$ cat config.mk
export PLATFORM = sky130hd
export DESIGN_NAME = regfile_wb_arbiter
export DESIGN_NICKNAME = d
export VERILOG_FILES = /design/src/rtl/regfile_wb_arbiter_pkg.sv /design/src/rtl/regfile_wb_arbiter_rr_arbiter.sv /design/src/rtl/regfile_wb_arbiter.sv
export SDC_FILE = /design/constraint.sdc
export NUM_CORES = 1
export LEC_CHECK = 0
export BUFFER_PORTS_ARGS = -buffer_cell sky130_fd_sc_hd__buf_2
export CORE_MARGIN = 4
export CORE_UTILIZATION = 39
export CTS_BUF_LIST = sky130_fd_sc_hd__clkbuf_4 sky130_fd_sc_hd__clkbuf_8
export DETAILED_ROUTE_END_ITERATION = 10
export MAX_ROUTING_LAYER = met4
export PLACE_DENSITY = 0.82
export SLEW_MARGIN = 20
export SYNTH_ARGS = -nofsm -noshare
export SYNTH_HDL_FRONTEND = slang
export SYNTH_SLANG_ARGS = --single-unit
$ cat constraint.sdc
create_clock -name i_clk -period 2.46 [get_ports i_clk]
set_input_delay 0.123 -clock i_clk [delete_from_list [all_inputs] [get_ports i_clk]]
set_output_delay 0.123 -clock i_clk [all_outputs]
set_load 0.005 [all_outputs]
$ cat src/rtl/regfile_wb_arbiter_pkg.sv
// Shared types and constants for the register-file write-back arbiter.
package regfile_wb_arbiter_pkg;

    localparam int unsigned XLEN     = 32;
    localparam int unsigned NUM_REGS = 32;
    localparam int unsigned REG_AW   = $clog2(NUM_REGS);
    localparam int unsigned WB_N_REQ = 3;

    typedef enum logic [0:0] {
        WB_IDLE  = 1'b0,
        WB_CLEAR = 1'b1
    } wb_state_e;

    // Index width for n items, never narrower than one bit.
    function automatic int unsigned id_width(input int unsigned n);
        return (n > 1) ? $clog2(n) : 1;
    endfunction

endpackage

$ cat src/rtl/regfile_wb_arbiter_rr_arbiter.sv
// Round-robin arbiter: one-hot grant to the first requester after last_grant, wrapping to 0.
module rr_arbiter
    import regfile_wb_arbiter_pkg::*;
#(
    parameter int unsigned N  = WB_N_REQ,
    parameter int unsigned GW = id_width(N)
)(
    input  logic [N-1:0]  req,
    input  logic [GW-1:0] last_grant,
    output logic [N-1:0]  grant
);

    always_comb begin
        int unsigned idx;
        logic        found;
        grant = '0;
        found = 1'b0;
        idx   = 0;
        for (int unsigned k = 1; k <= N; k++) begin
            idx = 32'(last_grant) + k;
            if (idx >= N) begin
                idx = idx - N;
            end
            for (int unsigned i = 0; i < N; i++) begin
                if (!found && (i == idx) && req[i]) begin
                    grant[i] = 1'b1;
                    found    = 1'b1;
                end
            end
        end
    end

endmodule

$ cat src/rtl/regfile_wb_arbiter.sv
// Register-file write-port arbiter with optional zero-fill sequence.
// Define COTM32_WB_CLEAR_EN to build in the WB_CLEAR state and its counter.
module regfile_wb_arbiter
    import regfile_wb_arbiter_pkg::*;
#(
    parameter int unsigned N_REQ  = WB_N_REQ,
    parameter int unsigned N_REGS = NUM_REGS,
    localparam int unsigned AW    = $clog2(N_REGS),
    localparam int unsigned GW    = id_width(N_REQ)
)(
    input  logic                          i_clk,
    input  logic                          i_rst,
    input  logic [N_REQ-1:0]              i_req_valid,
    input  logic [N_REQ-1:0][AW-1:0]      i_req_addr,
    input  logic [N_REQ-1:0][XLEN-1:0]    i_req_data,
    output logic [N_REQ-1:0]              o_req_ready,
    input  logic                          i_trap_req,
    input  logic                          i_clear_req,
    output logic                          o_clear_busy,
    output logic                          o_rf_we,
    output logic [AW-1:0]                 o_rf_waddr,
    output logic [XLEN-1:0]               o_rf_wdata,
    output logic [GW-1:0]                 o_grant_id
);

    wb_state_e        state;
    logic [GW-1:0]    last_grant;
    logic [N_REQ-1:0] grant;
    logic [GW-1:0]    hs_id;
    logic             hs;

    rr_arbiter #(
        .N  (N_REQ),
        .GW (GW)
    ) u_rr_arbiter (
        .req        (i_req_valid),
        .last_grant (last_grant),
        .grant      (grant)
    );

    // Acceptance is offered only in WB_IDLE and never while a trap is in progress.
    always_comb begin
        o_req_ready = '0;
        if ((state == WB_IDLE) && !i_trap_req) begin
            o_req_ready = grant;
        end
    end

    assign hs = |(i_req_valid & o_req_ready);

    always_comb begin
        hs_id = '0;
        for (int i = 0; i < int'(N_REQ); i++) begin
            if (grant[i]) begin
                hs_id = GW'(i);
            end
        end
    end

`ifdef COTM32_WB_CLEAR_EN
    logic [AW-1:0] counter;

    assign o_clear_busy = (state == WB_CLEAR);
`else
    logic unused_clear_req;

    assign state            = WB_IDLE;
    assign unused_clear_req = i_clear_req;
    assign o_clear_busy     = 1'b0;
`endif

    always_ff @(posedge i_clk or posedge i_rst) begin
        if (i_rst) begin
            last_grant <= GW'(N_REQ - 1);
            o_rf_we    <= 1'b0;
            o_rf_waddr <= '0;
            o_rf_wdata <= '0;
            o_grant_id <= '0;
`ifdef COTM32_WB_CLEAR_EN
            state      <= WB_IDLE;
            counter    <= AW'(1);
`endif
        end else begin
            o_rf_we <= 1'b0;
            // A write to x0 still completes its handshake but never reaches the file.
            if (hs) begin
                last_grant <= hs_id;
                o_rf_we    <= (i_req_addr[hs_id] != '0);
                o_rf_waddr <= i_req_addr[hs_id];
                o_rf_wdata <= i_req_data[hs_id];
                o_grant_id <= hs_id;
            end
`ifdef COTM32_WB_CLEAR_EN
            case (state)
                WB_IDLE: begin
                    if (i_clear_req && !i_trap_req) begin
                        state   <= WB_CLEAR;
                        counter <= AW'(1);
                    end
                end
                WB_CLEAR: begin
                    // A trap pauses the fill; the counter holds its place.
                    if (!i_trap_req) begin
                        o_rf_we    <= 1'b1;
                        o_rf_waddr <= counter;
                        o_rf_wdata <= '0;
                        if (counter == AW'(N_REGS - 1)) begin
                            state   <= WB_IDLE;
                            counter <= AW'(1);
                        end else begin
                            counter <= counter + AW'(1);
                        end
                    end
                end
                default: state <= WB_IDLE;
            endcase
`endif
        end
    end

endmodule

==> impl_metrics.yaml, run 1 <==
yosys:
  ys_types: 36
  yosysMostFrequentCell: "dfrtp_1"
  synth_xor_area_share_pct: 0
  syn_inst: 207
  synth_flop_cell: "dfrtp_1"
  synthesis.nets: 328
  synth_seq_cells: 41
  syn_area_per_cell_sq_um: 11.4
  seq_area_frac_synth_pct: 43.4
  synth-simple-area-share_pct: 7.88
  yosys.area_share.adder_pct: 1.59
  synth_top_area_share_pct: 42.3
  synth_compound_area_share_pct: 36.0
  synth_largest_area_cell: "dfrtp_1"
  synth_top_family_by_area: "compound AO/OA/AOI/OAI gates"
  ys_top_cells_by_count: "40 x dfrtp_1, 32 x a222oi_1, 22 x o2bb2ai_1"
  yosysWarnings: 0
  ys_top_cells_by_area: "dfrtp_1 42%, a222oi_1 14%, o2bb2ai_1 8.1%"
  synth_edf_count: 0
  ys_async_sr_fraction_pct: 100
  synth_area_sq_um: 2370
  synthMuxAreaShare_pct: 2.11
grt:
  antenna_found_initial: 0
  grt_start_max_net_pins: 37
  grt_pass1_wl_mm: 11.3
  gr-total-overflow: 0
  grt.total_usage_pct: 19.4
  grt_pass1_vias: 2400
power_and_ir_drop:
  switching_power_mw: 1.69
  netSwitchingFraction_pct: 39.1
  peakVddDrop_mv: 0.605
  clkPwrFrac_pct: 11.5
  intPower_mw: 2.63
  pwr-share-seq_pct: 28.2
  combPwrFrac_pct: 60.3
  static-leakage-power_nw: 1.72
  p_per_area_nw_per_um2: 1250
  power_mw: 4.31
critical_path:
  crit_path_max_incr_delay_ps: 540
  crit_path_frequent_cell: "buf_4"
  critPathCaptureType: "flip-flop"
  r2r_end: "o_rf_waddr[3]$_DFFE_PP0P_"
  crit_chain: "inv_1, ha_1, buf_4, o221a_2, o21a_2, o31ai_4, buf_4, buf_12, mux2i_1"
  cp_slowest_cell: "dfstp_2"
  cp.arrival_ps: 2580
  r2r_cells: 9
  required_ps: 2670
  ff2ff_setup_slack_ps: 100
  cp-start-kind: "flip-flop"
  rr_startpoint: "last_grant[1]$_DFFE_PP1P_"
  path_max_fanout: 13
  critPathKind: "reg2reg"
detailed_routing:
  wl_per_cell_um: 16.4
  vias: 2463
  dr.pass1.iters: 6
  drt_iter0_drc: 135
  ant_nets: 0
  viasPerCell: 5.57
  drt_wl_total_mm: 7.25
  route.detailed.drc: 0
layout:
  diodes: 0
  num-fill-cells: 512
  stdcell_count: 442
  multi_input_area_sq_um: 1160
  regArea_sq_um: 1030
  drive_above_1_share_pct: 56.1
  syn_to_final_growth_pct: 45.6
  fin_nets: 487
timing:
  finalCriticalPeriod_ps: 2360
  max-slew-margin-rel_pct: 50.1
  setup_tns_ps: 0
  hold_violations: 0
  max_slew.worst_pin.slew_ps: 743
  fin_skew_ps: 4.21
  post-route-period-util_pct: 96.1
  slew_violations: 0
  setup_violations: 0
  max_freq_ghz: 0.423
  fin_ws_ps: 96.5
  rsz0062_at_grt: "no"
floorplan:
  die_w_um: 85.9
  floorplan.initialDensity_pct: 40.0
  die-area_sq_um: 7380
  row_count: 28
  fp.dieH_um: 85.9
  io_pins: 162
  core_sq_um: 5920
clock_network:
  cts.clk_slew.worst_paths_ps: 80
  clock_latency_ps: 290
  cts-root-buf: "clkbuf_8"
  clock_sinks: 41
  cts_tree: "built"
  cts_buffer_depth: 2
  htree_levels: 2
  numCtsBuffers: 5
placement:
  gp_congestion: 0.797
  dp.cells: 431
  post-place-ws_ps: 64.4
  io_buffers: 159
  dpl.hpwl_mm: 5.49
worst_hold_path:
  whs_path_depth: 3
  min_path_type: "in2reg"
  holdPathEnd: "o_rf_wdata[5]$_DFFE_PP0P_"
  hp-start: "i_req_data[69]"
job:
  drv_cap: 0
run_status:
  status: "completed"
cell families (layout without fill, tap and decap cells):
| group | Yosys count | in the layout |
|---|---|---|
| simple gates | 29 | 29 |
| mux | 5 | 5 |
| compound gates | 89 | 89 |
| flops | 41 | 41 |
| buf+inv | 39 | 199 |
| other cells | 1 | 1 |
| fa+ha+maj | 3 | 3 |
state kept, by name (all words and copies together) (netlist names):
name        flops
o_rf_we         1
last_grant      1
o_rf_wdata     32
o_rf_waddr      5
o_grant_id      2
routing by layer:
metal	vias up	global-route usage, %	part of all wire (%)
met5	-	-	0
met4	0	4.03	0.58
met3	4	3.75	8.5
met2	110	33.4	51
met1	1182	23.7	39
li1	1167	-	-
cells in the final DEF, fill, tap and decap left out, types with 2 or more instances in the layout:
cell,instances
dfrtp_1,40
clkbuf_8,7
nor2b_1,5
and3_1,6
a222oi_1,32
o21ai_2,2
buf_12,4
nand4b_1,5
a21oi_1,3
o2bb2ai_2,10
o2bb2ai_1,22
nor2_1,3
and2_1,3
a21boi_0,2
inv_1,13
nand3_1,3
buf_2,159
ha_1,2
o31ai_2,2
o31ai_1,4
o22ai_1,2
mux2i_1,5
buf_4,11
o21a_1,2
power by group through the flow:
stage / logic [mW] / clock network, mW / registers [mW]
global placement: 2.41 / 0 / 1.21
floorplan: 1.60 / 0 / 1.25
finish: 2.60 / 0.494 / 1.22
CTS: 2.49 / 0.512 / 1.22
global route: 2.84 / 0.547 / 1.26
detailed placement: 2.49 / 0 / 1.22
final cells by class:
| cell class | count | share of cell area (%) |
|---|---|---|
| well taps | 75 | 2.72 |
| clock buffers | 7 | 2.80 |
| multi-input cells | 127 | 33.7 |
| inverters | 14 | 1.53 |
| flip-flops and latches | 41 | 29.8 |
| repair buffers | 177 | 29.2 |
| clock inverters | 1 | 0.254 |
worst max-delay path by stage:
stage	start	to	slack (ps)	depth (start not counted)
floorplan	last_grant[1]$_DFFE_PP1P_	o_rf_we$_DFF_PP0_	160	11
global placement	last_grant[1]$_DFFE_PP1P_	o_rf_wdata[8]$_DFFE_PP0P_	170	8
detailed placement	last_grant[1]$_DFFE_PP1P_	o_rf_wdata[9]$_DFFE_PP0P_	60	8
CTS	last_grant[1]$_DFFE_PP1P_	o_req_ready[0]	9	8
global route	last_grant[1]$_DFFE_PP1P_	o_rf_wdata[7]$_DFFE_PP0P_	6	8
finish	last_grant[1]$_DFFE_PP1P_	o_rf_waddr[3]$_DFFE_PP0P_	100	9
worst max-delay path: cells and delay by family, from the launching register on:
family	cells	cell delay [ps]
DFF	1	540
AOI/OAI and AO/OA	3	760
adders and majority gates	1	210
muxes	1	200
buffers and inverters	4	570
per-stage QoR:
stage | hold WS (ps) | area [sq um] | util (%)
floorplan | 325 | 2370 | -
global placement | 191 | 3260 | 55.1
detailed placement | 192 | 3260 | 55.1
CTS | 123 | 3380 | 57.1
global route | 124 | 3450 | 58.2
finish | 132 | 3450 | 58.2
what timing repair did:
action                                  4_1_cts  5_1_grt
endpoints found under the setup margin        0       37
setup buffers                                 0        1
hold endpoints to repair                     19        0
resized for setup                             0        8
hold buffers                                  1        0
Note: power is estimated with default switching activity, not from simulation.
==> run 2, diff against run 1 <==
==> constraint.sdc (replaced) <==
create_clock -name i_clk -period 2.46 [get_ports i_clk]
set_input_delay 0.615 -clock i_clk [delete_from_list [all_inputs] [get_ports i_clk]]
set_output_delay 0.615 -clock i_clk [all_outputs]
set_load 0.005 [all_outputs]
==> run 2 against run 1 <==
The flow now finishes with violations (setup timing). Clock-buffer cell count shrank 2. Via count up 4.9%. Final cell count up 2.0%. Flip-flop and latch count unchanged. Setup slack lost 180 ps. First-iteration DRC count up 85%. Global-route usage grew 1.4 points. Clock power is 13% higher. Total power rose by 7.9%. Critical path depth shrank 2. Maximum frequency decreased by 7.1%. Design area rose by 3.3%. Largest power group unchanged.
==> impl_metrics.yaml, run 2 (same netlist as run 1, synthesis figures left out) <==
timing:
  rsz0062_at_grt: "yes"
  hold_violations: 0
  post-route-period-util_pct: 103
  finalCriticalPeriod_ps: 2540
  fin_ws_ps: -84.9
  max-slew-margin-rel_pct: 63.4
  max_freq_ghz: 0.393
  slew_violations: 0
  max_slew.worst_pin.slew_ps: 550
  fin_skew_ps: 8.85
  setup_violations: 2
placement:
  io_buffers: 159
  gp_congestion: 0.858
  dpl.hpwl_mm: 5.52
  dpl_cell_area_sq_um: 3240
floorplan:
  io_pins: 162
  row_count: 28
  fp.dieH_um: 85.9
  die-area_sq_um: 7380
  core_sq_um: 5920
  floorplan.initialDensity_pct: 40.0
  die_w_um: 85.9
critical_path:
  startpoint: "last_grant[1]$_DFFE_PP1P_"
  path_max_fanout: 3
  cp-start-kind: "flip-flop"
  required_ps: 1850
  cp.arrival_ps: 1930
  r2r_cells: 11
  critPathKind: "reg2out"
  endpoint: "o_req_ready[0]"
  ff2ff_setup_slack_ps: 10
  rr_startpoint: "last_grant[1]$_DFFE_PP1P_"
  critPathCaptureType: "primary output"
  r2r_end: "o_rf_waddr[4]$_DFFE_PP0P_"
layout:
  drive_above_1_share_pct: 58.0
  reg.largest.list: "o_rf_wdata x32, o_rf_waddr x5, o_grant_id x2"
  fin_area_sq_um: 3560
  syn_to_final_growth_pct: 50.3
  diodes: 0
  final_cell_mix: "159 x buf_2, 40 x dfrtp_1, 32 x a222oi_1"
  mostFrequentLayoutCell: "buf_2"
  largest_reg_flops: 32
  regMostFlops: "o_rf_wdata"
  fin_nets: 496
power_and_ir_drop:
  p_per_area_nw_per_um2: 1310
  intPower_mw: 2.84
  static-leakage-power_nw: 1.77
  power_mw: 4.65
  combPwrFrac_pct: 61.8
  netSwitchingFraction_pct: 39.0
  clkPwrFrac_pct: 12.0
  peakVddDrop_mv: 0.580
  switching_power_mw: 1.81
  pwr-share-seq_pct: 26.2
grt:
  grt_pass1_wl_mm: 11.9
  grt_start_max_net_pins: 42
  antenna_found_initial: 0
  grt.total_usage_pct: 20.8
  gr-total-overflow: 0
  grt_pass1_vias: 2416
run_status:
  status: "finished, violations left"
  violations: "setup timing"
clock_network:
  cts.clk_slew.worst_paths_ps: 90
  holdBufCountCts: 0
  clock_latency_ps: 300
  clock_sinks: 41
  numCtsBuffers: 5
  cts_buffer_depth: 2
  htree_levels: 2
  cts_tree: "built"
  cts-root-buf: "clkbuf_8"
detailed_routing:
  drt_wl_total_mm: 8.07
  drt_iter0_drc: 250
  vias: 2583
  dr.pass1.iters: 8
  ant_nets: 0
  route.detailed.drc: 0
  wl_per_cell_um: 17.9
  viasPerCell: 5.73
worst_hold_path:
  min_path_type: "in2async"
job:
  drv_cap: 0
[run 2: timing repair]
action,4_1_cts,5_1_grt
hold endpoints to repair,0,0
endpoints found under the setup margin,17,41
pin swaps,2,7
cloned,0,2
setup buffers,1,10
resized for setup,6,10
[run 2: worst min-delay path by stage]
stage,from,to,cells after the start,slack (ps)
2_1_floorplan,o_rf_wdata[0]$_DFFE_PP0P_,o_rf_wdata[0]$_DFFE_PP0P_,1,480
3_3_place_gp,o_rf_wdata[0]$_DFFE_PP0P_,o_rf_wdata[0]$_DFFE_PP0P_,1,470
3_5_place_dp,o_rf_wdata[29]$_DFFE_PP0P_,o_rf_wdata[29]$_DFFE_PP0P_,1,470
4_1_cts,i_rst,o_rf_wdata[15]$_DFFE_PP0P_,3,440
5_1_grt,i_rst,o_rf_wdata[28]$_DFFE_PP0P_,3,470
6_report,i_rst,o_rf_wdata[15]$_DFFE_PP0P_,3,420
[run 2: worst max-delay path: stages, from the launching register on]
cell and delay [ps]:
dfstp_2 550, inv_2 60, ha_4 220, nor2b_4 120, o221a_2 220, o21a_1 190, and2_1 150, buf_2 130
[run 2: final cells by class]
| class | instances | area (sq um) |
|---|---|---|
| flip-flops and latches | 41 | 1030 |
| well taps | 75 | 93.8 |
| inverters | 14 | 52.6 |
| repair buffers | 186 | 1090 |
| clock inverters | 3 | 46.3 |
| multi-input cells | 127 | 1180 |
| fillers | 503 | 2360 |
| clock buffers | 5 | 68.8 |
[run 2: layer usage]
| metal | track usage, % | wire (um) | up-vias |
|---|---|---|---|
| li1 | - | - | 1190 |
| met1 | 27.2 | 3310 | 1253 |
| met2 | 32.7 | 4010 | 130 |
| met3 | 4.80 | 659 | 10 |
| met4 | 5.18 | 93 | 0 |
| met5 | - | 0 | - |
[run 2: metrics by stage]
step	utilization [%]	hold WS (ps)	setup WS, ps	TNS [ps]	cells
CTS	57.3	444	-120	-292	439
global route	60.1	470	-140	-1280	451
floorplan	-	479	9.05	0	207
global placement	54.8	466	34.2	0	430
finish	60.1	416	-84.9	-117	451
detailed placement	54.8	469	-10.1	-17.2	430
[run 2: power by group through the flow]
stage                     clock network [mW]  registers (mW)  logic, mW
final                                  0.559            1.22       2.87
after detailed placement                   0            1.21       2.48
after global placement                     0            1.22       2.39
after CTS                              0.575            1.22       2.54
after floorplan                            0            1.25       1.61
after global routing                   0.606            1.26       3.11
==> run 3, diff against run 2 <==
--- a/config.mk
+++ b/config.mk
@@ -5,13 +5,14 @@
 export SDC_FILE = /design/constraint.sdc
 export NUM_CORES = 1
 export LEC_CHECK = 0
+export ABC_AREA = 1
 export BUFFER_PORTS_ARGS = -buffer_cell sky130_fd_sc_hd__buf_2
 export CORE_MARGIN = 4
-export CORE_UTILIZATION = 39
+export CORE_UTILIZATION = 41
 export CTS_BUF_LIST = sky130_fd_sc_hd__clkbuf_4 sky130_fd_sc_hd__clkbuf_8
 export DETAILED_ROUTE_END_ITERATION = 10
 export MAX_ROUTING_LAYER = met4
-export PLACE_DENSITY = 0.82
+export PLACE_DENSITY = 0.83
 export SLEW_MARGIN = 20
 export SYNTH_ARGS = -nofsm -noshare
 export SYNTH_HDL_FRONTEND = slang
==> run 3 against run 2 <==
The run still ends with setup timing left. Largest cell class unchanged. Critical path depth is 5 higher. Via count up 26%. Sequential share of layout area down 3.1 points. Die area grew 6.4%. Maximum frequency shrank 3.2%. Highest routed layer unchanged. Largest power group unchanged. Sequential power is essentially flat. Clock power down 7.5%. Final cell count grew 43%. Synthesized area grew 13%. Global-route usage up 2.3 points.
==> impl_metrics.yaml, run 3 <==
run_status:
  status: "finished, violations left"
  violations: "setup timing"
layout:
  reg.largest.list: "o_rf_wdata x32, o_rf_waddr x5, o_grant_id x2"
  mostFrequentLayoutCell: "buf_2"
  drive_above_1_share_pct: 39.8
  diodes: 0
  syn_to_final_growth_pct: 49.3
  fin_area_sq_um: 3980
  fin_util_pct: 63.0
  final_cell_mix: "158 x buf_2, 122 x nand2_1, 45 x o21ai_0"
  regMostFlops: "o_rf_wdata"
  num-fill-cells: 615
  stdcell_count: 645
  largest_reg_flops: 32
  fin_nets: 689
yosys:
  synth_compound_area_share_pct: 16.7
  syn_inst: 402
  synth_edf_count: 0
  yosys.area_share.adder_pct: 1.41
  synth_top_family_by_area: "simple AND/OR/NAND/NOR gates"
  synth_flop_cell: "dfrtp_1"
  synth_xor_area_share_pct: 0
  synth-simple-area-share_pct: 33.3
  synthMuxAreaShare_pct: 0
  ys_types: 24
  synth_area_sq_um: 2670
  synth_largest_area_cell: "dfrtp_1"
  seq_area_frac_synth_pct: 38.5
  ys_top_cells_by_area: "dfrtp_1 38%, nand2_1 18%, nand3_1 8.6%"
  synth_top_area_share_pct: 37.6
  synth_seq_cells: 41
  ys_top_cells_by_count: "130 x nand2_1, 46 x nand3_1, 46 x o21ai_0"
  yosysWarnings: 0
  syn_area_per_cell_sq_um: 6.63
  synthesis.nets: 523
  yosysMostFrequentCell: "nand2_1"
  ys_async_sr_fraction_pct: 100
timing:
  hold_violations: 0
  post-route-period-util_pct: 107
  rsz0062_at_grt: "yes"
  slew_violations: 0
  max_slew.worst_pin.slew_ps: 849
  setup_tns_ps: -432
  max-slew-margin-rel_pct: 43.3
  fin_ws_ps: -168
  max_freq_ghz: 0.381
  fin_skew_ps: 6.75
  setup_violations: 3
  hold_ws_ps: 476
  finalCriticalPeriod_ps: 2630
detailed_routing:
  route.detailed.drc: 0
  route.top_layer_used: "met4"
  drt_iter0_drc: 149
  met1_length_mm: 3.42
  viasPerCell: 5.04
  dr.pass1.iters: 4
  wl_met2_mm: 4.68
  wl_met3_um: 794
  vias: 3251
  wl_per_cell_um: 13.9
  drt_wl_total_mm: 8.99
  ant_nets: 0
floorplan:
  io_pins: 162
  fp.dieH_um: 88.6
  die-area_sq_um: 7850
  floorplan.initialDensity_pct: 42.2
  die_w_um: 88.6
  row_count: 29
  core_sq_um: 6310
grt:
  grt.total_usage_pct: 23.1
  grt_pass1_wl_mm: 13.8
  antenna_found_initial: 0
  grt_pass1_vias: 3093
  gr-total-overflow: 0
  grt_start_max_net_pins: 42
power_and_ir_drop:
  intPower_mw: 3.19
  peakVddDrop_mv: 0.719
  netSwitchingFraction_pct: 46.0
  power_mw: 5.91
  pwr-share-seq_pct: 20.6
  static-leakage-power_nw: 2.24
  p_per_area_nw_per_um2: 1490
  combPwrFrac_pct: 70.6
  clkPwrFrac_pct: 8.7
  switching_power_mw: 2.72
critical_path:
  startpoint: "last_grant[1]$_DFFE_PP1P_"
  cp.arrival_ps: 2010
  rr_startpoint: "last_grant[1]$_DFFE_PP1P_"
  cp-start-kind: "flip-flop"
  required_ps: 1850
  crit_path_max_incr_delay_ps: 560
  critPathKind: "reg2out"
  crit_chain: "inv_4, ha_4, inv_4, nand2_4, nand2_2, a21oi_2, and3_1, nand2_1, nand2_4, nand2_2, inv_2, buf_6"
  cp.depth: 12
  r2r_end: "o_rf_we$_DFF_PP0_"
  ff2ff_setup_slack_ps: 110
  critPathCaptureType: "primary output"
  r2r_cells: 16
  path_max_fanout: 3
  critical_path.top_delay_family: "flip-flops"
  cp_slowest_cell: "dfstp_2"
  critPathBufInv: 4
  endpoint: "o_req_ready[2]"
job:
  drv_cap: 0
placement:
  dpl_cell_area_sq_um: 3570
  dpl.hpwl_mm: 6.61
  post-place-ws_ps: -23.3
  io_buffers: 159
  dp.cells: 626
  gp_congestion: 0.861
clock_network:
  numCtsBuffers: 5
  cts.clk_slew.worst_paths_ps: 80
  clock_latency_ps: 280
  cts_tree: "built"
  holdBufCountCts: 0
  cts_buffer_depth: 2
  htree_levels: 2
  cts-root-buf: "clkbuf_8"
  clock_sinks: 41
worst_hold_path:
  min_path_type: "reg2reg"
[run 3: cell types whose count changed in the layout (fill, tap and decap cells not counted), moves of 8 or more]
cell | previous run | this run
a21oi_1 | 3 | 33
a222oi_1 | 32 | 0
inv_1 | 12 | 22
nand2_1 | 1 | 122
nand2_2 | 0 | 8
nand3_1 | 3 | 40
nor2_1 | 2 | 25
o21ai_0 | 1 | 45
o2bb2ai_1 | 22 | 0
o2bb2ai_2 | 10 | 0
[run 3: worst min-delay path by stage]
stage	start	to	slack, ps	depth (start not counted)
2_1_floorplan	o_grant_id[1]$_DFFE_PP0P_	o_grant_id[1]$_DFFE_PP0P_	470	2
3_3_place_gp	o_rf_wdata[4]$_DFFE_PP0P_	o_rf_wdata[4]$_DFFE_PP0P_	460	2
3_5_place_dp	o_grant_id[1]$_DFFE_PP0P_	o_grant_id[1]$_DFFE_PP0P_	460	2
4_1_cts	o_grant_id[1]$_DFFE_PP0P_	o_grant_id[1]$_DFFE_PP0P_	480	2
5_1_grt	o_rf_wdata[18]$_DFFE_PP0P_	o_rf_wdata[18]$_DFFE_PP0P_	500	2
6_report	o_grant_id[1]$_DFFE_PP0P_	o_grant_id[1]$_DFFE_PP0P_	480	2
[run 3: final cells by class]
cell class	instances	area, sq um	area share, %
clock inverters	2	35.0	0.881
inverters	29	134	3.36
well taps	77	96.3	2.42
repair buffers	188	1160	29.1
clock buffers	5	68.8	1.73
flip-flops and latches	41	1030	25.8
multi-input cells	303	1460	36.7
[run 3: cell families (layout without fill, tap and decap cells)]
kind of cell    count (synthesis)  after routing
other cells                     1              1
buf+inv                        58            224
fa+ha+maj                       3              3
flops                          41             41
compound gates                 88             88
simple gates                  211            211
[run 3: power groups by stage]
stage                     sequential (mW)  clock, mW  combinational (mW)
after CTS                            1.22      0.536                3.74
after detailed placement             1.22          0                3.41
final                                1.22      0.517                4.17
after global routing                 1.26      0.567                4.67
after floorplan                      1.24          0                2.23
after global placement               1.21          0                3.29
[run 3: worst min-delay path, delay by kind of cell, from the launching register on]
family,cells,cell delay [ps]
DFF,1,350
and+or+nand+nor,2,100
[run 3: what timing repair did]
item                                   in CTS  in global routing
resized for setup                          22                 26
setup endpoints to repair                   7                 44
endpoints found under the hold margin       0                  0
pin swaps                                   5                  6
setup buffers                               7                  4
cloned                                      1                  3
[run 3: layer usage]
metal	global-route usage, %	up-vias
met4	7.28	0
li1	-	1632
met1	27.3	1456
met2	40.8	155
met5	-	-
met3	2.89	8
